==> src/rtl/video_pkg.sv <==
// Shared definitions for the video pipeline blocks.
//   POL_HIGH / POL_LOW : sync polarity selectors for VS_POL / HS_POL parameters
//   DEF_XW/YW/DW       : default coordinate and pixel widths
//   sync_t             : {hs, vs, de} bundle carried alongside pixel data
package video_pkg;
    localparam int POL_LOW  = 0;
    localparam int POL_HIGH = 1;

    localparam int DEF_XW = 12;
    localparam int DEF_YW = 12;
    localparam int DEF_DW = 24;

    typedef struct packed {
        logic hs;
        logic vs;
        logic de;
    } sync_t;
endpackage

==> src/rtl/video_pos_gen_if.sv <==
// Video position tagger bus: raw sync/data in, delayed sync/data plus
// coordinate tags and stream measurements out.
//   master : stream source / consumer side (drives i_*, receives o_* and tags)
//   slave  : video_pos_gen side
interface video_pos_gen_if
    import video_pkg::*;
#(
    parameter int XW  = DEF_XW,
    parameter int YW  = DEF_YW,
    parameter int DW  = DEF_DW,
    parameter int FCW = 16
);
    logic          i_hs;
    logic          i_vs;
    logic          i_de;
    logic [DW-1:0] i_data;

    logic           o_hs;
    logic           o_vs;
    logic           o_de;
    logic [DW-1:0]  o_data;
    logic [XW-1:0]  x;
    logic [YW-1:0]  y;
    logic           o_sof;
    logic           o_eol;
    logic [XW-1:0]  o_width;
    logic [YW-1:0]  o_height;
    logic [FCW-1:0] o_frame_cnt;
    logic           o_meas_valid;

    modport master (
        output i_hs, i_vs, i_de, i_data,
        input  o_hs, o_vs, o_de, o_data, x, y, o_sof, o_eol,
               o_width, o_height, o_frame_cnt, o_meas_valid
    );

    modport slave (
        input  i_hs, i_vs, i_de, i_data,
        output o_hs, o_vs, o_de, o_data, x, y, o_sof, o_eol,
               o_width, o_height, o_frame_cnt, o_meas_valid
    );
endinterface

==> src/rtl/video_delay_line.sv <==
// STAGES-deep shift register for the sync bundle plus an opaque payload
// (data, tags, measurements). The end-of-line flag is produced while loading
// the final stage: the word entering it has de=1 and the word one step
// younger has de=0. For STAGES=1 that younger word is still at the block
// input, hence the la_de lookahead port.
//   clk, rst_n : clock, async active-low reset
//   la_de      : de of the sample one stage younger than sync_in
//   sync_in    : sync bundle entering stage 0 ; sync_out : final stage
//   pay_in     : payload entering stage 0     ; pay_out  : final stage
//   eol        : last-pixel flag aligned with sync_out/pay_out
module video_delay_line
    import video_pkg::*;
#(
    parameter int    STAGES   = 1,
    parameter int    PW       = 1,
    parameter sync_t SYNC_RST = '0
) (
    input  logic          clk,
    input  logic          rst_n,
    input  logic          la_de,
    input  sync_t         sync_in,
    input  logic [PW-1:0] pay_in,
    output sync_t         sync_out,
    output logic [PW-1:0] pay_out,
    output logic          eol
);
    sync_t         sync_q [STAGES];
    logic [PW-1:0] pay_q  [STAGES];
    logic          eol_q;

    // de_tap[k] = de of the word k stages behind the raw input
    logic [STAGES:0] de_tap;
    assign de_tap[0] = la_de;
    assign de_tap[1] = sync_in.de;
    for (genvar k = 2; k <= STAGES; k++) begin : g_tap
        assign de_tap[k] = sync_q[k-2].de;
    end

    always_ff @(posedge clk or negedge rst_n) begin
        if (!rst_n) begin
            for (int j = 0; j < STAGES; j++) begin
                sync_q[j] <= SYNC_RST;
                pay_q[j]  <= '0;
            end
            eol_q <= 1'b0;
        end else begin
            sync_q[0] <= sync_in;
            pay_q[0]  <= pay_in;
            for (int j = 1; j < STAGES; j++) begin
                sync_q[j] <= sync_q[j-1];
                pay_q[j]  <= pay_q[j-1];
            end
            eol_q <= de_tap[STAGES] & ~de_tap[STAGES-1];
        end
    end

    assign sync_out = sync_q[STAGES-1];
    assign pay_out  = pay_q[STAGES-1];
    assign eol      = eol_q;
endmodule

==> src/rtl/video_pos_gen.sv <==
// Video timing/position tagger. Registers the raw stream once (stage 1),
// derives X/Y/SOF tags and width/height/frame measurements there, and
// carries everything through a DLY-1 stage delay line so all outputs sit
// exactly DLY cycles behind the inputs.
//   clk, rst_n : pixel clock, async active-low reset
//   bus        : video_pos_gen_if.slave (i_hs/i_vs/i_de/i_data in;
//                o_* sync/data, x, y, o_sof, o_eol and measurements out)
// DLY legal range is 2..8.
module video_pos_gen
    import video_pkg::*;
#(
    parameter int XW     = DEF_XW,
    parameter int YW     = DEF_YW,
    parameter int DW     = DEF_DW,
    parameter int DLY    = 2,
    parameter int VS_POL = POL_HIGH,
    parameter int HS_POL = POL_HIGH,
    parameter int FCW    = 16
) (
    input logic            clk,
    input logic            rst_n,
    video_pos_gen_if.slave bus
);
    localparam logic  VS_ACT    = (VS_POL == POL_HIGH);
    localparam logic  HS_IDLE   = (HS_POL != POL_HIGH);
    localparam sync_t SYNC_IDLE = '{hs: HS_IDLE, vs: ~VS_ACT, de: 1'b0};
    localparam int    PW        = 2*XW + 2*YW + DW + FCW + 2;

    function automatic logic [XW-1:0] inc_x(input logic [XW-1:0] v);
        return (&v) ? v : v + XW'(1);
    endfunction

    function automatic logic [YW-1:0] inc_y(input logic [YW-1:0] v);
        return (&v) ? v : v + YW'(1);
    endfunction

    sync_t          s1_sync, sync_out;
    logic [DW-1:0]  s1_data;
    logic           s1_vsa, vsa_d, de_d;
    logic [XW-1:0]  x_prev, x_tag, width_q, width_nx;
    logic [YW-1:0]  y_cnt, y_tag, y_nx, lines, height_q, height_nx;
    logic [FCW-1:0] fcnt_q, fcnt_nx;
    logic           seen_vs, mv_q, mv_nx, sof_tag, vs_edge, de_fall;
    logic [PW-1:0]  pay_in, pay_out;

    always_ff @(posedge clk or negedge rst_n) begin
        if (!rst_n) begin
            s1_sync  <= SYNC_IDLE;
            s1_data  <= '0;
            s1_vsa   <= 1'b0;
            vsa_d    <= 1'b0;
            de_d     <= 1'b0;
            x_prev   <= '0;
            y_cnt    <= '0;
            seen_vs  <= 1'b0;
            width_q  <= '0;
            height_q <= '0;
            fcnt_q   <= '0;
            mv_q     <= 1'b0;
        end else begin
            s1_sync  <= '{hs: bus.i_hs, vs: bus.i_vs, de: bus.i_de};
            s1_data  <= bus.i_data;
            s1_vsa   <= ~(bus.i_vs ^ VS_ACT);
            vsa_d    <= s1_vsa;
            de_d     <= s1_sync.de;
            x_prev   <= x_tag;
            y_cnt    <= y_nx;
            seen_vs  <= seen_vs | vs_edge;
            width_q  <= width_nx;
            height_q <= height_nx;
            fcnt_q   <= fcnt_nx;
            mv_q     <= mv_nx;
        end
    end

    assign vs_edge = s1_vsa & ~vsa_d;
    assign de_fall = de_d & ~s1_sync.de;

    // x restarts on DE rise and is forced to 0 outside DE
    assign x_tag = (s1_sync.de && de_d) ? inc_x(x_prev) : '0;

    // lines closed since the last VS edge, including one ending this cycle,
    // so a DE fall coincident with the VS edge still counts toward height
    assign lines = de_fall ? inc_y(y_cnt) : y_cnt;
    assign y_tag = vs_edge ? '0 : y_cnt;
    assign y_nx  = vs_edge ? '0 : lines;

    // seen_vs gates both SOF and the height latch so that whatever partial
    // frame precedes the first VS edge after reset is ignored
    assign sof_tag   = s1_sync.de && x_tag == '0 && y_tag == '0 && (seen_vs || vs_edge);
    assign width_nx  = de_fall ? inc_x(x_prev) : width_q;
    assign height_nx = (vs_edge && seen_vs && lines != '0) ? lines : height_q;
    assign fcnt_nx   = vs_edge ? fcnt_q + FCW'(1) : fcnt_q;
    assign mv_nx     = mv_q | (vs_edge & seen_vs);

    // Measurements travel as next-state values so they land at the output
    // with the same DLY latency as the event that produced them.
    assign pay_in = {x_tag, y_tag, sof_tag, s1_data, width_nx, height_nx, fcnt_nx, mv_nx};

    video_delay_line #(
        .STAGES   (DLY - 1),
        .PW       (PW),
        .SYNC_RST (SYNC_IDLE)
    ) u_dly (
        .clk      (clk),
        .rst_n    (rst_n),
        .la_de    (bus.i_de),
        .sync_in  (s1_sync),
        .pay_in   (pay_in),
        .sync_out (sync_out),
        .pay_out  (pay_out),
        .eol      (bus.o_eol)
    );

    assign bus.o_hs = sync_out.hs;
    assign bus.o_vs = sync_out.vs;
    assign bus.o_de = sync_out.de;
    assign {bus.x, bus.y, bus.o_sof, bus.o_data, bus.o_width, bus.o_height,
            bus.o_frame_cnt, bus.o_meas_valid} = pay_out;
endmodule

==> src/flat_wrapper.sv <==
// flat-port wrapper written by rule: the top's interface ports become plain ports
module video_pos_gen_flat import video_pkg::*;
#(
    parameter int XW     = DEF_XW,
    parameter int YW     = DEF_YW,
    parameter int DW     = DEF_DW,
    parameter int DLY    = 2,
    parameter int VS_POL = POL_HIGH,
    parameter int HS_POL = POL_HIGH,
    parameter int FCW    = 16
)
  (clk, rst_n, bus_i_hs, bus_i_vs, bus_i_de, bus_i_data, bus_o_hs, bus_o_vs, bus_o_de, bus_o_data, bus_x, bus_y, bus_o_sof, bus_o_eol, bus_o_width, bus_o_height, bus_o_frame_cnt, bus_o_meas_valid);
  video_pos_gen_if #(.XW(XW), .YW(YW), .DW(DW), .FCW(FCW)) bus_i ();
  input logic clk;
  input logic rst_n;
  input wire logic [$bits(bus_i.i_hs)-1:0] bus_i_hs;
  input wire logic [$bits(bus_i.i_vs)-1:0] bus_i_vs;
  input wire logic [$bits(bus_i.i_de)-1:0] bus_i_de;
  input wire logic [$bits(bus_i.i_data)-1:0] bus_i_data;
  output wire logic [$bits(bus_i.o_hs)-1:0] bus_o_hs;
  output wire logic [$bits(bus_i.o_vs)-1:0] bus_o_vs;
  output wire logic [$bits(bus_i.o_de)-1:0] bus_o_de;
  output wire logic [$bits(bus_i.o_data)-1:0] bus_o_data;
  output wire logic [$bits(bus_i.x)-1:0] bus_x;
  output wire logic [$bits(bus_i.y)-1:0] bus_y;
  output wire logic [$bits(bus_i.o_sof)-1:0] bus_o_sof;
  output wire logic [$bits(bus_i.o_eol)-1:0] bus_o_eol;
  output wire logic [$bits(bus_i.o_width)-1:0] bus_o_width;
  output wire logic [$bits(bus_i.o_height)-1:0] bus_o_height;
  output wire logic [$bits(bus_i.o_frame_cnt)-1:0] bus_o_frame_cnt;
  output wire logic [$bits(bus_i.o_meas_valid)-1:0] bus_o_meas_valid;
  assign bus_i.i_hs = bus_i_hs;
  assign bus_i.i_vs = bus_i_vs;
  assign bus_i.i_de = bus_i_de;
  assign bus_i.i_data = bus_i_data;
  assign bus_o_hs = bus_i.o_hs;
  assign bus_o_vs = bus_i.o_vs;
  assign bus_o_de = bus_i.o_de;
  assign bus_o_data = bus_i.o_data;
  assign bus_x = bus_i.x;
  assign bus_y = bus_i.y;
  assign bus_o_sof = bus_i.o_sof;
  assign bus_o_eol = bus_i.o_eol;
  assign bus_o_width = bus_i.o_width;
  assign bus_o_height = bus_i.o_height;
  assign bus_o_frame_cnt = bus_i.o_frame_cnt;
  assign bus_o_meas_valid = bus_i.o_meas_valid;
  video_pos_gen #(.XW(XW), .YW(YW), .DW(DW), .DLY(DLY), .VS_POL(VS_POL), .HS_POL(HS_POL), .FCW(FCW)) u_core (.clk(clk), .rst_n(rst_n), .bus(bus_i));
endmodule
==> config.mk <==
export PLATFORM = sky130hd
export DESIGN_NAME = video_pos_gen_flat
export DESIGN_NICKNAME = d
export VERILOG_FILES = /design/src/rtl/video_pkg.sv /design/src/rtl/video_pos_gen_if.sv /design/src/rtl/video_delay_line.sv /design/src/rtl/video_pos_gen.sv /design/src/flat_wrapper.sv
export SDC_FILE = /design/constraint.sdc
export NUM_CORES = 1
export LEC_CHECK = 0
export ABC_AREA = 1
export CAP_MARGIN = 10
export CORE_MARGIN = 8
export CORE_UTILIZATION = 29
export DETAILED_ROUTE_END_ITERATION = 12
export PLACE_DENSITY = 0.48
export SLEW_MARGIN = 0
export SYNTH_ARGS = -nofsm -noshare
export SYNTH_HDL_FRONTEND = slang
export SYNTH_SLANG_ARGS = --single-unit
==> constraint.sdc <==
create_clock -name clk -period 2.7 [get_ports clk]
set_clock_uncertainty 0.15 [all_clocks]
set_input_delay 0.27 -clock clk [delete_from_list [all_inputs] [get_ports clk]]
set_output_delay 0.27 -clock clk [all_outputs]
set_load 0.01 [all_outputs]
==> flow_summary.toml <==
[synthesis]
syn_area_mm2 = 0.00516
yosysTopAreaCell = "dfrtp_1"
syn-mean-instance-area_um2 = 10.0
synthFlopType = "dfrtp_1"
synth.most_common_cell = "dfrtp_1"
async_flop_share = 1.00
synth_cells = 516
netlist_top_cells_count = "134 x dfrtp_1, 110 x nand2_1, 74 x nor2_1"
synth_cell_types = 28
ys_ff_latch = 134
synth_top_area_frac = 0.650
yosys_warnings = 0
synth_seq_area_share = 0.650
synthTopCellsByArea = "dfrtp_1 65%, nand2_1 8.0%, nor2_1 5.4%"
synth_edf_count = 0
syn_nets = 548

[routing]
vias = 3905
wl_per_cell_um = 14.4
drtPass1Iterations = 7
wl_um = 12900
drc = 0
via_per_inst = 4.36
first_iter_violations = 254
drt.antenna.violating_nets = 0

[pwr]
switching_share = 0.232
p_clk_frac = 0.468
power_frac_comb = 0.105
p_sw_mw = 1.21
seqPwrFrac = 0.426
leakagePower_nw = 3.54
internal_power_mw = 4.00
power_density_mw_per_mm2 = 707
ir_worst_vdd_uv = 420

[cts]
clock_sinks = 134
path_clk_slew_ps = 60
cts_tree = "built"
cts_max_path_buffers = 2
cts-htree-levels = 4
postCtsSetupRepairBufs = 0
root_buffer = "clkbuf_16"
cts_made_buffers = 17
clkLatencyLatePin_ps = 410

[floorplanning]
core-area_mm2 = 0.0174
start_util = 0.297
rows = 48
die_w_um = 149
io_pins = 123
die_area_mm2 = 0.0223
dieHeight_um = 149

[critical_path]
worst_path_most_repeated_cell = "nand2_1"
endpoint_kind = "flop"
crit_family = "simple AND/OR/NAND/NOR gates"
max_stage_delay_ps = 410
crit_required_ps = 2850
cp.arrival_ps = 2540
worst_path_max_delay_cell = "dfrtp_2"
cp-start-kind = "flop"
crit_path_max_fanout = 13
worst-setup-path-type = "reg2reg"
cp.depth = 13
reg2regPathDepth = 13
worstPathCellList = "ha_2, nand2_1, nor2_2, nand3_4, nand2_1, nand2_1, nand2_1, nand3_1, nor2_1, nand3_2, buf_4, nand3_1, nand2_1"
cp_num_buf_inv = 1

[sta]
hold_viol_final = 0
rsz0062_at_grt = "no"
finalSetupTns_ps = 0
relSlewSlack = 0.595
finalMaxSlewViolations = 0
fmax_ghz = 0.419
setup_viol = 0
period_share = 0.884
worstMarginPinSlew_ps = 608
period_needed_ps = 2390

[grt]
grt_pass1_wl_um = 21300
gr-total-overflow = 0
grtUsageTotal = 0.123
first_global_vias = 3973
antenna_found_initial = 0
grt_max_degree = 67

[final_layout]
drive_gt1_frac = 0.0954
final_area_mm2 = 0.00736
fin_nets = 691
antenna_cells = 0
syn2layout_area_growth_pct = 42.6

[run_status]
status = "finished clean"

[placement]
gp_congestion = 0.854
port_buffers = 122
hpwl_um = 9780
dpl_cell_area_mm2 = 0.00670

[run]
maxCapViolations = 0

[worst_hold_path]
holdPathStages = 1
hold_path.class = "in2reg"
==> flip-flops by register name, summed over array words and instances, names as in the netlist <==
| signal | count |
|---|---|
| u_core.u_dly.eol | 1 |
| u_core.s1_data | 24 |
| u_core.de_d | 1 |
| u_core.u_dly.pay_out | 89 |
| u_core.seen_vs | 1 |
| u_core.s1_sync | 3 |
| u_core.u_dly.sync_out | 1 |
| u_core.y_cnt | 12 |
| u_core.vsa_d | 1 |
| u_core.x_prev | 1 |
==> layout by cell type, fill, tap and decap left out, types with 2 or more instances in the layout <==
cell,Yosys,final
clkbuf_8,0,2
clkbuf_16,0,17
dfrtp_1,134,133
clkinvlp_4,0,4
nand2_2,3,2
nand2_1,110,110
xnor2_1,8,8
o21ai_0,10,10
buf_4,2,13
inv_1,57,57
nor2_2,4,6
ha_1,3,2
nor3_1,3,3
nand3_1,45,45
bufinv_16,0,4
nand4_1,11,11
nand3_2,4,3
clkdlybuf4s50_1,0,121
a31oi_1,7,7
nor2_1,74,72
nand3b_1,2,2
a21oi_1,6,6
xor2_1,16,16
==> kinds of logic after synthesis <==
kind of cell / share of synthesized area
AO/OA/AOI/OAI: 0.0250
adder cells (fa/ha/maj): 0.00727
buffers and inverters: 0.0587
AND/OR/NAND/NOR: 0.219
XOR/XNOR: 0.0407
flip-flops: 0.650
==> layout make-up <==
class	instances	area (µm²)
Timing Repair Buffer	137	1350
Multi-Input combinational cell	310	1530
Clock buffer	20	457
Tap cell	225	282
Inverter	59	221
Fill cell	1702	9990
Clock inverter	11	173
Sequential cell	134	3350
==> worst reg2reg max path, cell delays in order (launching register included) <==
cell	delay, ps
dfrtp_2	410
ha_2	240
nand2_1	110
nor2_2	160
nand3_4	180
nand2_1	130
nand2_1	60
nand2_1	100
nand3_1	90
nor2_1	130
nand3_2	180
buf_4	210
nand3_1	70
nand2_1	60
==> final timing paths <==
check,startpoint,end,slack [ps]
setup / recovery,u_core.y_cnt[0]$_DFF_PN0_,u_core.u_dly.pay_out[18]$_DFFE_PN0N_,310
hold / removal,bus_i_data[13],u_core.s1_data[13]$_DFF_PN0_,140
setup reg to reg,u_core.y_cnt[0]$_DFF_PN0_,u_core.u_dly.pay_out[18]$_DFFE_PN0N_,310
hold reg to reg,u_core.s1_sync[2]$_DFF_PN0_,u_core.u_dly.sync_out[2]$_DFF_PN0_,200
max in group asynchronous,rst_n,u_core.y_cnt[0]$_DFF_PN0_,1450
min in group asynchronous,rst_n,u_core.u_dly.pay_out[54]$_DFF_PN0_,270
==> power groups by stage <==
stage | sequential (mW) | combinational, mW | clock, mW
2_1_floorplan | 2.28 | 0.166 | 0
3_3_place_gp | 2.25 | 0.550 | 0
3_5_place_dp | 2.25 | 0.555 | 0
4_1_cts | 2.22 | 0.560 | 2.51
5_1_grt | 2.23 | 0.604 | 2.61
6_report | 2.22 | 0.548 | 2.44
==> metrics by stage <==
stage               std cells  worst slack (ps)  hold slack [ps]  utilization  power [mW]
floorplan                 516               573             -176            -        2.45
finish                    896               314              139        0.424        5.20
CTS                       896               147              119        0.423        5.29
global route              896              12.9              116        0.424        5.45
detailed placement        864               162              161        0.386        2.81
global placement          864               297              151        0.386        2.80
==> repair_timing <==
action                                  CTS  global route
endpoints found under the setup margin    0            12
resized for setup                         0             5
endpoints found under the hold margin    63             0
hold buffers                              1             0
==> routing by layer <==
| layer | routed length, µm | global-route usage | vias to the layer above |
|---|---|---|---|
| met5 | 0 | 0 | - |
| met4 | 154 | 0.0414 | 0 |
| met3 | 945 | 0.0452 | 12 |
| met2 | 6300 | 0.196 | 117 |
| met1 | 5530 | 0.151 | 1866 |
| li1 | - | - | 1910 |
Note: power is estimated with default switching activity, not from simulation.
